===== src/rtl/wb_walk_pkg.sv =====
// Shared definitions for the LED-walker Wishbone requester: FSM state
// encoding, default data width and the fixed slave address.
package wb_walk_pkg;

  typedef enum logic [1:0] {
    IDLE = 2'd0,
    REQ  = 2'd1,
    WAIT = 2'd2
  } walk_state_e;

  localparam int   DW_DEF    = 6;
  localparam logic WALK_ADDR = 1'b0;

endpackage


===== src/rtl/wb_walk_requester_if.sv =====
// Wishbone classic-pipelined link between the walk requester (master)
// and the LED-walker slave.
interface wb_walk_requester_if #(
  parameter int DW = wb_walk_pkg::DW_DEF
) ();

  logic          o_cyc;
  logic          o_stb;
  logic          o_we;
  logic          o_addr;
  logic [DW-1:0] o_data;
  logic          i_stall;
  logic          i_ack;

  modport master (
    output o_cyc, o_stb, o_we, o_addr, o_data,
    input  i_stall, i_ack
  );

  modport slave (
    input  o_cyc, o_stb, o_we, o_addr, o_data,
    output i_stall, i_ack
  );

endinterface


===== src/rtl/wb_walk_timer.sv =====
// Generic counter with synchronous clear. At TERMINAL it either holds
// (saturating, PERIODIC=0) or wraps to zero (PERIODIC=1). o_tc is high
// while the count equals TERMINAL.
module wb_walk_timer #(
  parameter int W        = 6,
  parameter int TERMINAL = 30,
  parameter bit PERIODIC = 1'b0
) (
  input  logic i_clk,
  input  logic i_reset_n,
  input  logic i_clr,
  input  logic i_en,
  output logic o_tc
);

  localparam logic [W-1:0] TC_VAL = W'(TERMINAL);

  logic [W-1:0] count_q, count_d;

  // Next count: clear wins, then advance, hold or wrap at the terminal value.
  always_comb begin
    count_d = count_q;
    if (i_clr) begin
      count_d = '0;
    end else if (i_en) begin
      if (count_q == TC_VAL) begin
        count_d = PERIODIC ? '0 : count_q;
      end else begin
        count_d = count_q + W'(1);
      end
    end
  end

  // Count register.
  always_ff @(posedge i_clk) begin
    if (!i_reset_n) count_q <= '0;
    else            count_q <= count_d;
  end

  assign o_tc = (count_q == TC_VAL);

endmodule


===== src/rtl/wb_walk_requester.sv =====
// Single-transaction Wishbone write master for the LED walker. A trigger
// pulse issues one write of i_pattern; one further request is buffered
// while busy; ack is awaited with timeout protection.
// Optional: define WB_WALK_AUTO_TRIGGER_EN to add an internal trigger
// every PERIOD clocks.
module wb_walk_requester
  import wb_walk_pkg::*;
#(
  parameter int DW      = DW_DEF,
  parameter int TIMEOUT = 31,
  parameter int PERIOD  = 1000
) (
  input  logic                 i_clk,
  input  logic                 i_reset_n,
  input  logic                 i_trigger,
  input  logic [DW-1:0]        i_pattern,
  wb_walk_requester_if.master  bus,
  output logic                 o_busy,
  output logic                 o_done,
  output logic                 o_err
);

  localparam int TW = $clog2(TIMEOUT) + 1;

  walk_state_e   state_q, state_d;
  logic          cyc_q, cyc_d, stb_q, stb_d, we_q, we_d;
  logic          done_q, done_d, err_q, err_d, busy_q, busy_d;
  logic          pend_q, pend_d;
  logic [DW-1:0] data_q, data_d, pdata_q, pdata_d;
  logic          trig, to_tc, acked, abort;

`ifdef WB_WALK_AUTO_TRIGGER_EN
  logic auto_tc;

  wb_walk_timer #(
    .W        ($clog2(PERIOD) + 1),
    .TERMINAL (PERIOD - 1),
    .PERIODIC (1'b1)
  ) u_auto (
    .i_clk     (i_clk),
    .i_reset_n (i_reset_n),
    .i_clr     (1'b0),
    .i_en      (1'b1),
    .o_tc      (auto_tc)
  );

  assign trig = i_trigger | auto_tc;
`else
  assign trig = i_trigger;
`endif

  // The timeout count runs only while a cycle is on the bus and is held at
  // zero otherwise, so it always starts from 0 when o_cyc rises.
  wb_walk_timer #(
    .W        (TW),
    .TERMINAL (TIMEOUT - 1),
    .PERIODIC (1'b0)
  ) u_timeout (
    .i_clk     (i_clk),
    .i_reset_n (i_reset_n),
    .i_clr     (!cyc_q),
    .i_en      (cyc_q),
    .o_tc      (to_tc)
  );

  // Next-state and registered-output logic for the write transaction.
  always_comb begin
    state_d = state_q;
    cyc_d   = cyc_q;
    stb_d   = stb_q;
    we_d    = we_q;
    data_d  = data_q;
    done_d  = 1'b0;
    err_d   = err_q;
    pend_d  = pend_q;
    pdata_d = pdata_q;
    acked   = 1'b0;
    abort   = 1'b0;

    unique case (state_q)
      IDLE: begin
        if (pend_q || trig) begin
          data_d  = pend_q ? pdata_q : i_pattern;
          pend_d  = 1'b0;
          state_d = REQ;
          cyc_d   = 1'b1;
          stb_d   = 1'b1;
          we_d    = 1'b1;
          err_d   = 1'b0;
        end
      end
      REQ: begin
        if (!cyc_q) begin
          // One-cycle gap after a back-to-back completion: relaunch now.
          cyc_d = 1'b1;
          stb_d = 1'b1;
          we_d  = 1'b1;
          err_d = 1'b0;
        end else if (!bus.i_stall && bus.i_ack) begin
          acked = 1'b1;
        end else if (to_tc) begin
          abort = 1'b1;
        end else if (!bus.i_stall) begin
          stb_d   = 1'b0;
          we_d    = 1'b0;
          state_d = WAIT;
        end
      end
      WAIT: begin
        if (bus.i_ack)  acked = 1'b1;
        else if (to_tc) abort = 1'b1;
      end
      default: state_d = IDLE;
    endcase

    if (acked) begin
      done_d = 1'b1;
      cyc_d  = 1'b0;
      stb_d  = 1'b0;
      we_d   = 1'b0;
      if (pend_q) begin
        state_d = REQ;
        data_d  = pdata_q;
        pend_d  = 1'b0;
      end else begin
        state_d = IDLE;
      end
    end

    if (abort) begin
      cyc_d   = 1'b0;
      stb_d   = 1'b0;
      we_d    = 1'b0;
      err_d   = 1'b1;
      state_d = IDLE;
    end

    // Depth-one buffer: the first request seen while busy is kept.
    if (trig && (state_q != IDLE) && !pend_q) begin
      pend_d  = 1'b1;
      pdata_d = i_pattern;
    end

    busy_d = (state_d != IDLE) || pend_d;
  end

  // State and output registers.
  always_ff @(posedge i_clk) begin
    if (!i_reset_n) begin
      state_q <= IDLE;
      cyc_q   <= 1'b0;
      stb_q   <= 1'b0;
      we_q    <= 1'b0;
      data_q  <= '0;
      done_q  <= 1'b0;
      err_q   <= 1'b0;
      busy_q  <= 1'b0;
      pend_q  <= 1'b0;
      pdata_q <= '0;
    end else begin
      state_q <= state_d;
      cyc_q   <= cyc_d;
      stb_q   <= stb_d;
      we_q    <= we_d;
      data_q  <= data_d;
      done_q  <= done_d;
      err_q   <= err_d;
      busy_q  <= busy_d;
      pend_q  <= pend_d;
      pdata_q <= pdata_d;
    end
  end

  assign bus.o_cyc  = cyc_q;
  assign bus.o_stb  = stb_q;
  assign bus.o_we   = we_q;
  assign bus.o_addr = WALK_ADDR;
  assign bus.o_data = data_q;
  assign o_busy     = busy_q;
  assign o_done     = done_q;
  assign o_err      = err_q;

endmodule


===== src/flat_wrapper.sv =====
// flat-port wrapper written by rule: the top's interface ports become plain ports
module wb_walk_requester_flat import wb_walk_pkg::*;
#(
  parameter int DW      = DW_DEF,
  parameter int TIMEOUT = 31,
  parameter int PERIOD  = 1000
)
  (i_clk, i_reset_n, i_trigger, i_pattern, o_busy, o_done, o_err, bus_o_cyc, bus_o_stb, bus_o_we, bus_o_addr, bus_o_data, bus_i_stall, bus_i_ack);
  wb_walk_requester_if #(.DW(DW)) bus_i ();
  input  logic i_clk;
  input  logic i_reset_n;
  input  logic i_trigger;
  input  logic [DW-1:0] i_pattern;
  output logic o_busy;
  output logic o_done;
  output logic o_err;
  output wire logic [$bits(bus_i.o_cyc)-1:0] bus_o_cyc;
  output wire logic [$bits(bus_i.o_stb)-1:0] bus_o_stb;
  output wire logic [$bits(bus_i.o_we)-1:0] bus_o_we;
  output wire logic [$bits(bus_i.o_addr)-1:0] bus_o_addr;
  output wire logic [$bits(bus_i.o_data)-1:0] bus_o_data;
  input wire logic [$bits(bus_i.i_stall)-1:0] bus_i_stall;
  input wire logic [$bits(bus_i.i_ack)-1:0] bus_i_ack;
  assign bus_o_cyc = bus_i.o_cyc;
  assign bus_o_stb = bus_i.o_stb;
  assign bus_o_we = bus_i.o_we;
  assign bus_o_addr = bus_i.o_addr;
  assign bus_o_data = bus_i.o_data;
  assign bus_i.i_stall = bus_i_stall;
  assign bus_i.i_ack = bus_i_ack;
  wb_walk_requester #(.DW(DW), .TIMEOUT(TIMEOUT), .PERIOD(PERIOD)) u_core (.i_clk(i_clk), .i_reset_n(i_reset_n), .i_trigger(i_trigger), .i_pattern(i_pattern), .bus(bus_i), .o_busy(o_busy), .o_done(o_done), .o_err(o_err));
endmodule

===== config.mk =====
export PLATFORM = sky130hd
export DESIGN_NAME = wb_walk_requester_flat
export DESIGN_NICKNAME = d
export VERILOG_FILES = /design/src/rtl/wb_walk_pkg.sv /design/src/rtl/wb_walk_requester_if.sv /design/src/rtl/wb_walk_timer.sv /design/src/rtl/wb_walk_requester.sv /design/src/flat_wrapper.sv
export SDC_FILE = /design/constraint.sdc
export NUM_CORES = 1
export LEC_CHECK = 0
export BUFFER_PORTS_ARGS = -buffer_cell sky130_fd_sc_hd__buf_4
export CORE_UTILIZATION = 30
export DETAILED_ROUTE_END_ITERATION = 10
export MAX_ROUTING_LAYER = met4
export PLACE_DENSITY = 0.52
export SLEW_MARGIN = 20
export SYNTH_ARGS = -nofsm -noshare
export SYNTH_HDL_FRONTEND = slang
export SYNTH_SLANG_ARGS = --single-unit

===== constraint.sdc =====
create_clock -name i_clk -period 1.75 [get_ports i_clk]
set_input_delay 0.175 -clock i_clk [delete_from_list [all_inputs] [get_ports i_clk]]
set_output_delay 0.175 -clock i_clk [all_outputs]
set_load 0.01 [all_outputs]

# [Word level (Yosys, flattened, before mapping)]
# Index checks and enable logic that the tools add are counted.
[word_totals] register_bits=26 inputBits=11 wordCells=78
[classes] n_addsub=1 eq_ne=9 mux=40 bitwise=1 reduce_logical=17
[op_table] cell="two-way mux 6 bit" n=5
[op_table] cell="two-way mux 1 bit" n=22
[op_table] cell="two-way mux 2 bit" n=7
[op_table] cell="inequality test 3 bit (second input constant)" n=4
[op_table] cell="one-hot mux 1 bit (2 select lines)" n=5
[op_table] cell="adder 6 x 1 -> 6 bit (second input constant)" n=1
[op_table] cell="equality test 6 x 5 -> 1 bit (second input constant)" n=1
[op_table] cell="one-hot mux 2 bit (3 select lines)" n=1
[op_table] cell="nonzero test 2 bit" n=3
[op_table] cell="AND reduction 5 bit" n=1
[op_table] cell="AND reduction 2 bit" n=2
[op_table] cell="logical AND 1 bit" n=3
[op_table] cell="inequality test 3 x 1 -> 1 bit (second input constant)" n=1
[op_table] cell="AND reduction 3 bit" n=1
[op_table] cell="nonzero test 3 bit" n=1
[op_table] cell="OR reduction 3 bit" n=1
[op_table] cell="equality test 2 x 1 -> 1 bit (second input constant)" n=1
[op_table] cell="equality test 2 bit (second input constant)" n=1
[op_table] cell="logical NOT 1 bit" n=2
[op_table] cell="logical NOT 2 bit" n=1
[op_table] cell="logical OR 1 bit" n=2
[op_table] cell="inequality test 2 x 1 -> 1 bit (second input constant)" n=1
[op_table] cell="NOT 1 bit" n=1

# [Logic depth before layout (Yosys ltp)]
[depth] ltp_word=9 depth_mapped=8 depth_no_buf=7

# [By module]
# From an unflattened synthesis, not the netlist that was laid out.
[unflattened] hier_cells=143 area_unflattened_um2=1331.3
[modules_own_cells] mod="wb_walk_requester" n_inst=1 cells_each=104 area_per_inst_um2=1008.5 seq_area_each_um2=400.4
[modules_own_cells] mod="wb_walk_timer" n_inst=1 cells_each=39 area_per_inst_um2=322.8 seq_area_each_um2=120.1

# [Worst setup path before layout]
# No wires, ideal clock.
[synth_timing] path_kind="reg2reg" startpoint="register u_core.u_timeout.count_q[0]" endpoint="register u_core.busy_q (netlist: u_core.o_busy)" setup_ns=0.120 t_arrival_ns=1.394 required_ns=1.630 slack_ns=0.235 path_stages_with_launch=9 n_path_buf=1 cell_sequence="dfxtp_1 -> inv_1 -> ha_1 -> nand2b_1 -> or2_0 -> buf_2 -> nand4_1 -> a311oi_1 -> o21bai_1"
[synth_via] elab_chain_len=9 word_cells_on_any_way=14 classes_between="eq/ne: 1; mux: 11; reduce/logical: 2"
[synth_rtl] item="start: declaration" line="wb_walk_timer.sv:18" text="logic [W-1:0] count_q, count_d;"
[synth_rtl] item="start signal: assignment" line="wb_walk_timer.sv:37" text="else count_q <= count_d;"
[synth_rtl] item="equality test 6 x 5 -> 1 bit (*)" line="wb_walk_timer.sv:40" text="assign o_tc = (count_q == TC_VAL);"
[synth_rtl] item="two-way mux 2 bit" line="wb_walk_requester.sv:101" text="end else if (to_tc) begin"
[synth_rtl] item="two-way mux 2 bit" line="wb_walk_requester.sv:99" text="end else if (!bus.i_stall && bus.i_ack) begin"
[synth_rtl] item="two-way mux 2 bit" line="wb_walk_requester.sv:93" text="if (!cyc_q) begin"
[synth_rtl] item="one-hot mux 2 bit (3 select lines)" line="wb_walk_requester.sv:80" text="unique case (state_q)"
[synth_rtl] item="two-way mux 2 bit" line="wb_walk_requester.sv:116" text="if (acked) begin"
[synth_rtl] item="two-way mux 2 bit (*)" line="wb_walk_requester.sv:130" text="if (abort) begin"
[synth_rtl] item="nonzero test 2 bit (*)" line="wb_walk_requester.sv:144" text="busy_d = (state_d != IDLE) || pend_d;"
[synth_rtl] item="logical OR 1 bit (*)" line="wb_walk_requester.sv:144"
[synth_rtl] item="end signal: assignment" line="wb_walk_requester.sv:168" text="busy_q <= busy_d;"
[synth_rtl] item="end: declaration" line="wb_walk_requester.sv:27" text="logic done_q, done_d, err_q, err_d, busy_q, busy_d;"
# Mark *: on every way between the ends. The rest lies on a longest branch, timed or not.
# A chain may end at the register's enable or synchronous reset.

# [Worst setup path in the final report]
[layout_timing] startpoint="register u_core.state_q[1]" endpoint="register u_core.data_q[3] (netlist: u_core.bus.o_data[3])"
[layout_via] elab_chain_len=4 word_cells_on_any_way=7 classes_between="eq/ne: 2; mux: 4; reduce/logical: 1"
[layout_rtl] item="start: declaration" line="wb_walk_requester.sv:25" text="walk_state_e state_q, state_d;"
[layout_rtl] item="start signal: assignment" line="wb_walk_requester.sv:161" text="state_q <= state_d;"
[layout_rtl] item="logical NOT 2 bit" line="wb_walk_requester.sv:80"
[layout_rtl] item="two-way mux 6 bit" line="wb_walk_requester.sv:80"
[layout_rtl] item="two-way mux 6 bit" line="wb_walk_requester.sv:121" text="if (pend_q) begin"
[layout_rtl] item="two-way mux 6 bit (*)" line="wb_walk_requester.sv:116"
[layout_rtl] item="end signal: assignment" line="wb_walk_requester.sv:165" text="data_q <= data_d;"
[layout_rtl] item="end: declaration" line="wb_walk_requester.sv:29" text="logic [DW-1:0] data_q, data_d, pdata_q, pdata_d;"
# Marked as above.

==> results.txt <==
* Fraction of final layout cells with drive strength greater than 1: 0.256
- FP Rows: 24
- Effective utilization at floorplan: 0.312
- Total area of multi-input combinational cells: 782 sq um
- Hold path depth: 3
- Initial antenna violation count: 0
- Part of the Yosys area used for sequential elements: 0.386
- Clock network latency to the later pin of the worst-skew pair: 0.27 ns
* Via count of the first global-routing pass: 1,187
* Area growth, synth to finish: 23.6%
- The number of endpoints with negative hold slack in the final report is 0.
- EDFF count, synth: 0
- The floorplan step set the die height to 69.0 microns.
* Overall fraction of global-route tracks in use: 0.146
- Setup slack on the worst reg-to-reg path comes out at 0.1 ns.
- Buffers placed on the I/O ports in this run total 22.
* Count of unique library cells instantiated by Yosys: 40
- Clock-pin slew was measured on the worst setup and hold paths at 0.09 ns.
- Final period util: 0.945
* Buffers from clock root to sink, at most: 2
* Number of buffers inserted by hold repair at cts: 0
* Critical path launch point type: register
* Endpoint, Worst Hold: u_core.pdata_q[5]$_SDFFE_PN0P_
- The count of nets left with antenna violations once routing finished came out at 0.
- The congestion estimate from routability-driven global placement came to 0.861.
* CTS H-Tree Depth: 1
- Die X: 69.0 microns
- Min-delay worst type: input port to register
* DRC violations left: 0
- The tree is rooted in a sky130_fd_sc_hd__clkbuf_8.
* Violation count after the first detailed-route iteration: 65
- Mean post-synth cell area: 8.98 sq um
* Status: completed
- Summing internal, switching and leakage power gives 1.56 mW.
- Origin of the critical flop-to-flop path: u_core.state_q[1]$_SDFF_PN0_
* Pre-Repair DR Iteration Count: 4
- I/O pin cnt: 24
- Critical register-to-register path endpoint: u_core.bus.o_data[3]$_SDFF_PN0_
* Half-perimeter wire length after placement: 2.32 mm
* Ys async rst share: 0
* Total of fill cells in the finished design: 472
- TritonCTS built the clock tree.
- Data arrives at the worst endpoint at 1.88 ns.
- Synthesis handed over a netlist of 150 instances.
- Diodes inserted: 0
- Measured in cells, the most critical reg-to-reg path has a length of 7.
- Summed over all layers, the global routing overflow is 0.
* Synth Net Count: 167
* FF+latch area: 523 sq um
- Leakage component of the power: 0.658 nW
* Hold Slack: 0.166 ns
* Fin. max-slew vios: 0
- The worst hold path begins at i_pattern[5].
- Setup skew after layout: 0.00471 ns
- Crit path required time: 1.97 ns
- Pin count of the biggest net entering global routing: 19
- Synthesized area: 1350 sq um
- Number of nets in the final layout: 194
- Most used DFF post-synth: sky130_fd_sc_hd__dfxtp_1
- The detailed router placed 1,145 vias in this run.
- Total wire length after detailed routing: 3.15 mm
- Top fanout value on the critical path: 7
* Number of sinks driven by the clock tree: 26
* Global-route wire length before repair: 5.55 mm
* Post-layout minimum cycle time: 1.65 ns
* Kind of critical path: register to register
* Ratio of total power to cell area: 934 nW/um^2
* Max-capacitance violation count: 0
- For this run, the number of Yosys warnings is 0.
- Detailed-route vias per instance: 5.02
- Timing would allow up to 605 MHz.
- The die covers 4760 sq um.
- STA classifies the critical path endpoint as a register.
- Dividing the detail-routed wire length by the instance count gives 13.8 microns.
* Setup repair after global routing missed its margin: true
* IR Drop Worst-Case VDD: 0.492 mV
* Clock buffers created by TritonCTS: 3
* Core Footprint: 4320 sq um
- The synthesized design contains 26 register bits.
- Setup violations remaining at the end of the flow were counted as 0.
[worst max-delay path, cell delays in order (launching register included)]
cell	delay, ns
sky130_fd_sc_hd__dfxtp_1	0.39
sky130_fd_sc_hd__inv_1	0.09
sky130_fd_sc_hd__ha_2	0.33
sky130_fd_sc_hd__nand2_1	0.08
sky130_fd_sc_hd__a21oi_4	0.20
sky130_fd_sc_hd__nand2_2	0.17
sky130_fd_sc_hd__a21boi_0	0.20
sky130_fd_sc_hd__o21a_1	0.14
[cells by family (layout without fill, tap and decap cells)]
group           after synthesis  count (layout)  synth area share
xor+xnor                      3               3            0.0195
other cells                   1               1           0.00278
flops                        26              26             0.386
simple gates                 53              53             0.212
compound gates               43              43             0.237
mux                           6               6            0.0446
buf+inv                      12              38            0.0427
fa+ha+maj                     6               6            0.0557
[stage by stage]
step	setup slack, ns	instance area, sq um	utilization	cells	setup TNS [ns]
floorplan	0.235	1350	-	150	0
global placement	0.0660	1600	0.369	224	0
detailed placement	0.0197	1600	0.369	224	0
CTS	0.00803	1660	0.383	228	0
global route	-0.0165	1670	0.385	228	-0.0388
finish	0.0961	1670	0.385	228	0
[worst max-delay path by stage]
stage                                 endpoint  cells after the start  slack (ns)                                startpoint
2_1_floorplan         u_core.o_busy$_SDFF_PN0_                      8        0.24  u_core.u_timeout.count_q[0]$_SDFFE_PN0N_
4_1_cts        u_core.bus.o_data[5]$_SDFF_PN0_                      7       0.008              u_core.state_q[0]$_SDFF_PN0_
3_3_place_gp   u_core.bus.o_data[5]$_SDFF_PN0_                      7        0.07              u_core.state_q[0]$_SDFF_PN0_
6_report       u_core.bus.o_data[3]$_SDFF_PN0_                      7         0.1              u_core.state_q[1]$_SDFF_PN0_
5_1_grt        u_core.bus.o_data[5]$_SDFF_PN0_                      7       -0.02              u_core.state_q[1]$_SDFF_PN0_
3_5_place_dp   u_core.bus.o_data[5]$_SDFF_PN0_                      7        0.02              u_core.state_q[0]$_SDFF_PN0_
[Yosys cell counts, types with 2 or more instances]
cell / number / share of area
sky130_fd_sc_hd__and3_1: 2 / 0.0093
sky130_fd_sc_hd__o22ai_1: 7 / 0.032
sky130_fd_sc_hd__xnor2_1: 2 / 0.013
sky130_fd_sc_hd__a21boi_1: 2 / 0.011
sky130_fd_sc_hd__o21a_1: 7 / 0.039
sky130_fd_sc_hd__a311oi_1: 3 / 0.020
sky130_fd_sc_hd__nor2_1: 17 / 0.047
sky130_fd_sc_hd__nand2_1: 9 / 0.025
sky130_fd_sc_hd__buf_4: 2 / 0.011
sky130_fd_sc_hd__buf_2: 4 / 0.015
sky130_fd_sc_hd__nor2b_1: 7 / 0.032
sky130_fd_sc_hd__a211oi_1: 2 / 0.011
sky130_fd_sc_hd__o22a_1: 6 / 0.039
sky130_fd_sc_hd__a21oi_1: 4 / 0.015
sky130_fd_sc_hd__ha_1: 6 / 0.056
sky130_fd_sc_hd__clkbuf_1: 2 / 0.0056
sky130_fd_sc_hd__a21boi_0: 5 / 0.028
sky130_fd_sc_hd__nor3_1: 2 / 0.0074
sky130_fd_sc_hd__inv_1: 4 / 0.011
sky130_fd_sc_hd__mux2i_1: 6 / 0.045
sky130_fd_sc_hd__dfxtp_1: 26 / 0.39
sky130_fd_sc_hd__and2_1: 2 / 0.0093
sky130_fd_sc_hd__nand3_1: 6 / 0.022
[state kept, by name, summed over array words and instances, names as in the netlist]
register / flops
u_core.bus.o_cyc: 1
u_core.o_busy: 1
u_core.bus.o_stb: 1
u_core.u_timeout.count_q: 6
u_core.state_q: 2
u_core.bus.o_data: 6
u_core.o_done: 1
u_core.pdata_q: 6
u_core.o_err: 1
u_core.pend_q: 1
[layout by cell type (no fill, tap or decap), types with 4 or more instances in the layout]
cell                       synthesis  layout
sky130_fd_sc_hd__inv_1             4       4
sky130_fd_sc_hd__nand3_1           6       6
sky130_fd_sc_hd__buf_4             2      30
sky130_fd_sc_hd__o21a_1            7       6
sky130_fd_sc_hd__ha_1              6       5
sky130_fd_sc_hd__mux2i_1           6       6
sky130_fd_sc_hd__o22a_1            6       6
sky130_fd_sc_hd__nor2b_1           7       7
sky130_fd_sc_hd__a21oi_1           4       4
sky130_fd_sc_hd__a21boi_1          2       5
sky130_fd_sc_hd__nor2_1           17      17
sky130_fd_sc_hd__clkbuf_8          0       4
sky130_fd_sc_hd__dfxtp_1          26      24
sky130_fd_sc_hd__o22ai_1           7       7
sky130_fd_sc_hd__nand2_1           9       8
[per-layer routing]
layer / vias to the layer above / track usage / share of wire
li1: 583 / - / -
met1: 541 / 0.176 / 0.47
met2: 16 / 0.244 / 0.49
met3: 5 / 0.0307 / 0.026
met4: 0 / 0.0431 / 0.014
met5: - / - / 0
[what timing repair did]
action                                  CTS  global route
hold endpoints to repair                  0             0
resized for setup                         2             7
buffers inserted                          0             0
endpoints found under the setup margin    4             9
pin swaps                                 0             1
[power breakdown]
group	total [mW]	switching (mW)	leakage, nW	internal (mW)
clock network	0.390	0.189	0.0288	0.201
logic	0.461	0.230	0.415	0.231
registers	0.705	0.0504	0.214	0.655
[area by class of cell]
class | count | share of cell area
repair buffers | 30 | 0.135
multi-input cells | 112 | 0.470
inverters | 4 | 0.00902
clock buffers | 4 | 0.0331
well taps | 52 | 0.0391
flip-flops and latches | 26 | 0.314
Power figures use the tool's default switching activity.
